### config.mk
export PLATFORM = sky130hd
export DESIGN_NAME = regvec_streamer
export DESIGN_NICKNAME = d
export VERILOG_FILES = /design/src/rtl/regvec_streamer_pkg.sv /design/src/rtl/regvec_abs_cmp.sv /design/src/rtl/regvec_streamer.sv
export SDC_FILE = /design/constraint.sdc
export NUM_CORES = 2
export LEC_CHECK = 0
export BUFFER_PORTS_ARGS = -buffer_cell sky130_fd_sc_hd__buf_4
export CAP_MARGIN = 30
export CELL_PAD_IN_SITES_DETAIL_PLACEMENT = 0
export CELL_PAD_IN_SITES_GLOBAL_PLACEMENT = 1
export CORE_AREA = 3 3 411 413
export CTS_CLUSTER_SIZE = 28
export DETAILED_ROUTE_END_ITERATION = 8
export DIE_AREA = 0 0 414 416
export PLACE_DENSITY = 0.58
export SLEW_MARGIN = 10
export SYNTH_ARGS = -nofsm -noshare
export SYNTH_HDL_FRONTEND = slang
export SYNTH_SLANG_ARGS = --single-unit
### constraint.sdc
create_clock -name clk -period 100.2 [get_ports clk]
set_input_delay 15.03 -clock clk [delete_from_list [all_inputs] [get_ports clk]]
set_output_delay 15.03 -clock clk [all_outputs]
set_load 0.01 [all_outputs]
### src/rtl/regvec_streamer_pkg.sv
// ============================================================================
//  Module  : regvec_streamer_pkg
//  Brief   : Shared defaults and FSM state encoding for regvec_streamer.
//  Revision: 1.0 - initial release
// ============================================================================
`default_nettype none

package regvec_streamer_pkg;

   localparam int c_def_data_w   = 16;
   localparam int c_def_num_elem = 64;

   typedef enum logic [1:0] {
      ST_IDLE   = 2'd0,
      ST_STREAM = 2'd1,
      ST_DONE   = 2'd2
   } state_t;

endpackage

`default_nettype wire

### src/rtl/regvec_abs_cmp.sv
// ============================================================================
//  Module  : regvec_abs_cmp
//  Brief   : Combinational |x| (unsigned, DATA_W bits) and strict compare
//            against the running maximum.
//  Revision: 1.0 - initial release
// ============================================================================
`default_nettype none

module regvec_abs_cmp #(
   parameter int DATA_W = 16
) (
   input  logic [DATA_W-1:0] i_x,
   input  logic [DATA_W-1:0] i_cur_max,
   output logic [DATA_W-1:0] o_abs,
   output logic              o_gt
);

   // Two's-complement negate in DATA_W bits: the most negative value lands on
   // 2^(DATA_W-1), which is representable as unsigned.
   assign o_abs = i_x[DATA_W-1] ? (~i_x + 1'b1) : i_x;
   assign o_gt  = (o_abs > i_cur_max);

endmodule

`default_nettype wire

### src/rtl/regvec_streamer.sv
// ============================================================================
//  Module  : regvec_streamer
//  Brief   : Snapshots a NUM_ELEM x DATA_W vector on start and streams it out
//            one element per accepted valid/ready beat. Optional running
//            argmax of |element| under REGVEC_STREAMER_ARGMAX_EN.
//  Revision: 1.0 - initial release
// ============================================================================
`default_nettype none

module regvec_streamer
   import regvec_streamer_pkg::*;
#(
   parameter int DATA_W   = c_def_data_w,
   parameter int NUM_ELEM = c_def_num_elem,
   parameter int IDX_W    = $clog2(NUM_ELEM)
) (
   input  logic                       clk,
   input  logic                       rst,
   input  logic                       start,
   input  logic                       abort,
   input  logic [DATA_W*NUM_ELEM-1:0] vec_in,
   output logic                       out_valid,
   input  logic                       out_ready,
   output logic [DATA_W-1:0]          out_data,
   output logic [IDX_W-1:0]           out_idx,
   output logic                       out_last,
`ifdef REGVEC_STREAMER_ARGMAX_EN
   output logic [DATA_W-1:0]          max_mag,
   output logic [IDX_W-1:0]           max_idx,
`endif
   output logic                       busy,
   output logic                       done
);

   localparam logic [IDX_W-1:0] c_last_idx = IDX_W'(NUM_ELEM - 1);

   state_t                       r_state;
   state_t                       w_state_next;
   logic [DATA_W*NUM_ELEM-1:0]   r_snap;
   logic [IDX_W-1:0]             r_idx;
   logic                         w_accept;
   logic                         w_last_accept;
   logic                         w_capture;

   assign out_valid     = (r_state == ST_STREAM);
   assign out_idx       = r_idx;
   assign out_data      = r_snap[r_idx*DATA_W +: DATA_W];
   assign out_last      = out_valid && (r_idx == c_last_idx);
   assign busy          = (r_state == ST_STREAM) || (r_state == ST_DONE);
   assign done          = (r_state == ST_DONE);

   assign w_accept      = out_valid && out_ready;
   assign w_last_accept = w_accept && (r_idx == c_last_idx);
   assign w_capture     = (r_state == ST_IDLE) && start && !abort;

   always_comb begin
      w_state_next = r_state;
      if (abort) begin
         w_state_next = ST_IDLE;
      end else begin
         case (r_state)
            ST_IDLE:   if (start) w_state_next = ST_STREAM;
            ST_STREAM: if (w_last_accept) w_state_next = ST_DONE;
            ST_DONE:   w_state_next = ST_IDLE;
            default:   w_state_next = ST_IDLE;
         endcase
      end
   end

   always_ff @(posedge clk or posedge rst) begin
      if (rst) begin
         r_state <= ST_IDLE;
         r_snap  <= '0;
         r_idx   <= '0;
      end else begin
         r_state <= w_state_next;
         if (w_capture) begin
            r_snap <= vec_in;
         end
         // Index returns to 0 after the last beat so non-power-of-two sizes work.
         if (abort || w_last_accept) begin
            r_idx <= '0;
         end else if (w_accept) begin
            r_idx <= r_idx + 1'b1;
         end
      end
   end

`ifdef REGVEC_STREAMER_ARGMAX_EN
   logic [DATA_W-1:0] r_max_mag;
   logic [IDX_W-1:0]  r_max_idx;
   logic [DATA_W-1:0] w_abs;
   logic              w_gt;

   regvec_abs_cmp #(
      .DATA_W    (DATA_W)
   ) u_abs_cmp (
      .i_x       (out_data),
      .i_cur_max (r_max_mag),
      .o_abs     (w_abs),
      .o_gt      (w_gt)
   );

   always_ff @(posedge clk or posedge rst) begin
      if (rst) begin
         r_max_mag <= '0;
         r_max_idx <= '0;
      end else if (abort || w_capture) begin
         r_max_mag <= '0;
         r_max_idx <= '0;
      end else if (w_accept && w_gt) begin
         r_max_mag <= w_abs;
         r_max_idx <= r_idx;
      end
   end

   assign max_mag = r_max_mag;
   assign max_idx = r_max_idx;
`endif

endmodule

`default_nettype wire
======== Word-level counts from Yosys, hierarchy flattened ========
Cells that the tools add are included.
cells by class
  reductions and logical operators ........ 11
  eq/ne operators ......................... 5
  shift operators ......................... 1
  mux-type cells .......................... 6
  add/sub/neg operators ................... 1
operators by type and width
  operator                                               number
  variable part select 1024 x 11 -> 16 bit               1
  2-to-1 mux 6 bit                                       2
  adder 6 x 1 -> 6 bit, second input constant            1
  == test 6 bit, second input constant                   1
  2-to-1 mux 2 bit                                       3
  logical AND 1 bit                                      5
  one-hot mux 2 bit (2 select lines)                     1
  inequality test 3 x 2 -> 1 bit, second input constant  1
  inequality test 3 bit, second input constant           1
  == test 2 x 1 -> 1 bit, second input constant          1
  == test 2 bit, second input constant                   1
  zero test 2 bit                                        1
  logical OR 1 bit                                       2
  AND reduction 2 bit                                    1
  nonzero test 2 bit                                     1
  zero test 1 bit                                        1
word-level totals
  register bits after elaboration ......... 1,032
  input port bits ......................... 1,029
  output and inout bits ................... 26

======== Logic depth before layout (Yosys ltp) ========
  depth after elaboration ................. 6
  gate-level depth with buffers ........... 10
  depth with buffers taken out ............ 7

======== Worst setup path before layout ========
OpenSTA, ideal clock, no wires.
  path kind ............................... register to output
  start ................................... register r_idx[0] (netlist: out_idx[0])
  end ..................................... output port out_data[0]
  buffers on the path ..................... 3
  cell stages (with the launch flop) ...... 8
  slack ................................... 83.235 ns
  arrival ................................. 1.935 ns
  data required time ...................... 85.170 ns
  cell sequence ........................... dfrtp_1 > buf_6 > buf_6 > buf_2 > mux4_2 > mux2i_1 > o21ai_0 > a211o_1
between the ends
  cells in the longest elaborated chain, start to end .. 1
RTL lines
  what                                      line                   text
  start: declaration                        regvec_streamer.sv:40  logic [IDX_W-1:0] r_idx;
  start signal: assignment                  regvec_streamer.sv:84  r_idx <= r_idx + 1'b1;
  variable part select 1024 x 11 -> 16 bit  regvec_streamer.sv:47  assign out_data = r_snap[r_idx*DATA_W +: DATA_W];
  end: declaration                          regvec_streamer.sv:24  output logic [DATA_W-1:0] out_data,
Every way passes these cells.

======== Final worst setup path ========
  start ................................... register r_idx[1] (netlist: out_idx[1])
  end ..................................... output port out_data[4]
The elaborated chain is that of the path after synthesis.

==> results.md <==
* Initial core utilization at 28.2%
* ANT nets after route at 0
* Slew margin rel. at 19.0%
* Routability cong. at between 0.8 and 0.9
* RSZ-0062 raised after global routing: false
* Sequential fraction of the synthesis area at around 55%
* Yosys reg bits at 1032
* Synth Cell Area at 0.0466 sq mm
* Slowest cell delay on critical path at between 900 and 1000 ps
* Status: complete, no violations
* Dominant cell type by area after synthesis: dfrtp_1
* Vias/cell at ~4.9
* Area growth from synthesis to layout at 31.1%
* Pwr dens at around 21 mW/mm^2
* WL final at roughly 190000 um
* Pins over their slew limit at 0
* Count of unique library cells instantiated by Yosys at 42
* Total track usage at around 22%
* Total number of vias at a little over 30000
* CTS tree: done
* CP Data Arrival Time at 5160 ps
* Nets at 4994
* IO buf count at approximately 1100
* Clock latency on the worst-skew pair at 740 ps
* Num rows at between 100 and 150
* Cells after synthesis at ~2900
* Endpoints failing hold at 0
* Per-cell routed wire length at a little over 30 um
* CP required at between 80000 and 90000 ps
* Maximum Capacitance Violations at 0
* Synth top area share at about 55%
* Crit path cell chain: buf_12 > buf_4 > and2_1 > a2111oi_0 > o41ai_1 > buf_4 > o2bb2ai_1 > buf_4
* Iter 0 DRT Violations at 1752
* Top FF cell, synth: dfrtp_1
* Post-CTS setup buffers at 0
* Number of global-route vias before repair at between 30000 and 40000
* Clk pin slew, worst setup/hold paths at 60 ps
* Die area at between 0.15 and 0.2 sq mm
* CTS sink cnt at between 1000 and 1500
* Hpwl dp at between 150000 and 200000 um
* Commonest cells in the netlist: 1032 x dfrtp_1, 1024 x mux2_2, 173 x mux4_2
* Count of warnings emitted by yosys at 0
* First-pass GRT wire length at 265000 um
* Post-CTS Resized at 0
* Clk buf depth at 3
* CP dominant cell by count: buf_4
* Initial antenna violation count at 66
* Leakage at about 0.026 uW
* Post-synth EDFFs at 0
* Syn_nets at slightly below 4000
* Top cells by area, synth: dfrtp_1 55%, mux2_2 25%, mux4_2 8.4%, mux2i_1 3.2%, buf_2 1.4%
* CP Class: flop to primary output
* Largest net degree at the start of global routing at between 150 and 200
* Root Driver: clkbuf_16
* Syn_area_per_cell at between 15 and 20 sq um
* VDD IR max at between 0.01 and 0.015 mV
* Chip height at 416 um
* Hold WC Path Type: flop to flop
* Io pins at 1055
* H-tree depth at 3
* Hold bufs inserted after CTS at 0
* Global route total overflow at 0
* CP endpoint kind: primary output
* Total CTS buffers at 121
* Most frequent cell after synthesis: dfrtp_1
* Slew at the pin with the worst max-slew slack at approximately 1200 ps
* Drt pass-1 iters at 5
* Tmin final at just over 20000 ps
* Fmax at slightly below 50 MHz
* TNS Setup at 0 ps
* Setup Skew at between 30 and 40 ps
* Post-route non-filler standard cell count at 6299
* Die width at 414 um
* Critical path peak fanout at 87
* Fin crit share at about a fifth
* Post-route DRC at 0
* Fraction of synthesis flops using an asynchronous set or reset pin at 100%
* Setup crit start kind: flop
* Layout cells sized above 1 at a little over three fifths
* Placed Instances at around 6000
* Setup Viol. Count Final at 0
* Critical-path top delay cell: dfrtp_4
* Core area at around 0.17 sq mm
==> worst max-delay path, delay by kind of cell, from the launching register on <==
family	cells	cell delay [ps]
buffers and inverters	4	1700
flip-flops	1	960
AO/OA/AOI/OAI	3	1070
AND/OR/NAND/NOR	1	220
==> report_power, final <==
group | internal (uW) | switching [uW]
Combinational | 163 | 101
Clock | 273 | 186
Sequential | 522 | 64.5
Total | 958 | 351
==> routing by layer <==
layer  wire [um]  track usage, %  vias up  share of wire [%]
met5         155               0        -              0.080
met4        5090            6.07       26                2.6
met3       11500            6.00      229                5.9
met2      101000            39.0      862                 52
met1       76300            26.0    16337                 39
li1            -               -    13167                  -
==> path summary, 6_finish.rpt <==
| path | slack [ps] | endpoint | cells after the start | startpoint |
|---|---|---|---|---|
| worst max-delay path | 80010 | out_data[4] | 8 | out_idx[1] |
| worst min-delay path | 500 | r_snap[368] | 1 | r_snap[368] |
| worst max register to register | 96050 | r_snap[578] | 9 | r_state[0] |
| worst min register to register | 500 | r_snap[368] | 1 | r_snap[368] |
| max in group asynchronous | 82160 | r_snap[78] | 8 | rst |
| min in group asynchronous | 14440 | r_snap[230] | 2 | rst |
==> through the flow <==
| step | utilization, % | total power (uW) | setup slack [ps] | instance area [sq um] | hold slack [ps] |
|---|---|---|---|---|---|
| 2_1_floorplan | - | 747 | 56130 | 46600 | 470 |
| 6_report | 37.0 | 1310 | 80010 | 61100 | 497 |
| 3_5_place_dp | 34.4 | 861 | 80620 | 56800 | 485 |
| 5_1_grt | 37.0 | 1370 | 79710 | 61100 | 506 |
| 4_1_cts | 36.9 | 1330 | 79770 | 60900 | 500 |
| 3_3_place_gp | 34.2 | 854 | 80590 | 56600 | 480 |
==> final cells by class <==
class / count / area (sq um)
Fill cell: 16136 / 104000
Sequential cell: 1032 / 25800
Multi-Input combinational cell: 1677 / 19600
Timing Repair Buffer: 1123 / 8680
Clock buffer: 189 / 3750
Tap cell: 2189 / 2740
Clock inverter: 40 / 409
Antenna cell: 44 / 110
Inverter: 5 / 26.3
==> state kept, by name, summed over array words and instances (netlist names) <==
register	cells
out_idx	6
r_snap	1024
r_state	2
==> layout by cell type, fill, tap and decap left out, drive strengths merged, types with 14 or more instances in the layout <==
master / instances
o221ai: 21
clkinv: 28
o22ai: 49
mux2: 1024
buf: 1123
nor2b: 14
mux4: 202
diode: 44
o21ai: 18
a22oi: 16
dfrtp: 1032
a211oi: 21
a21oi: 47
nand2: 27
mux2i: 147
nand3: 16
clkbuf: 189
==> cells by family (layout without fill, tap and decap cells) <==
logic type | Yosys count | after routing | share of synthesized area [%]
muxes | 1373 | 1373 | 37.8
DFF | 1032 | 1032 | 55.4
buffers and inverters | 220 | 1357 | 2.71
AOI/OAI and AO/OA | 199 | 199 | 2.85
and+or+nand+nor | 97 | 97 | 1.05
adders and majority gates | 5 | 5 | 0.134
xor gates and xnor gates | 3 | 3 | 0.0563
other | 0 | 44 | 0
Power figures use the tool's default switching activity.
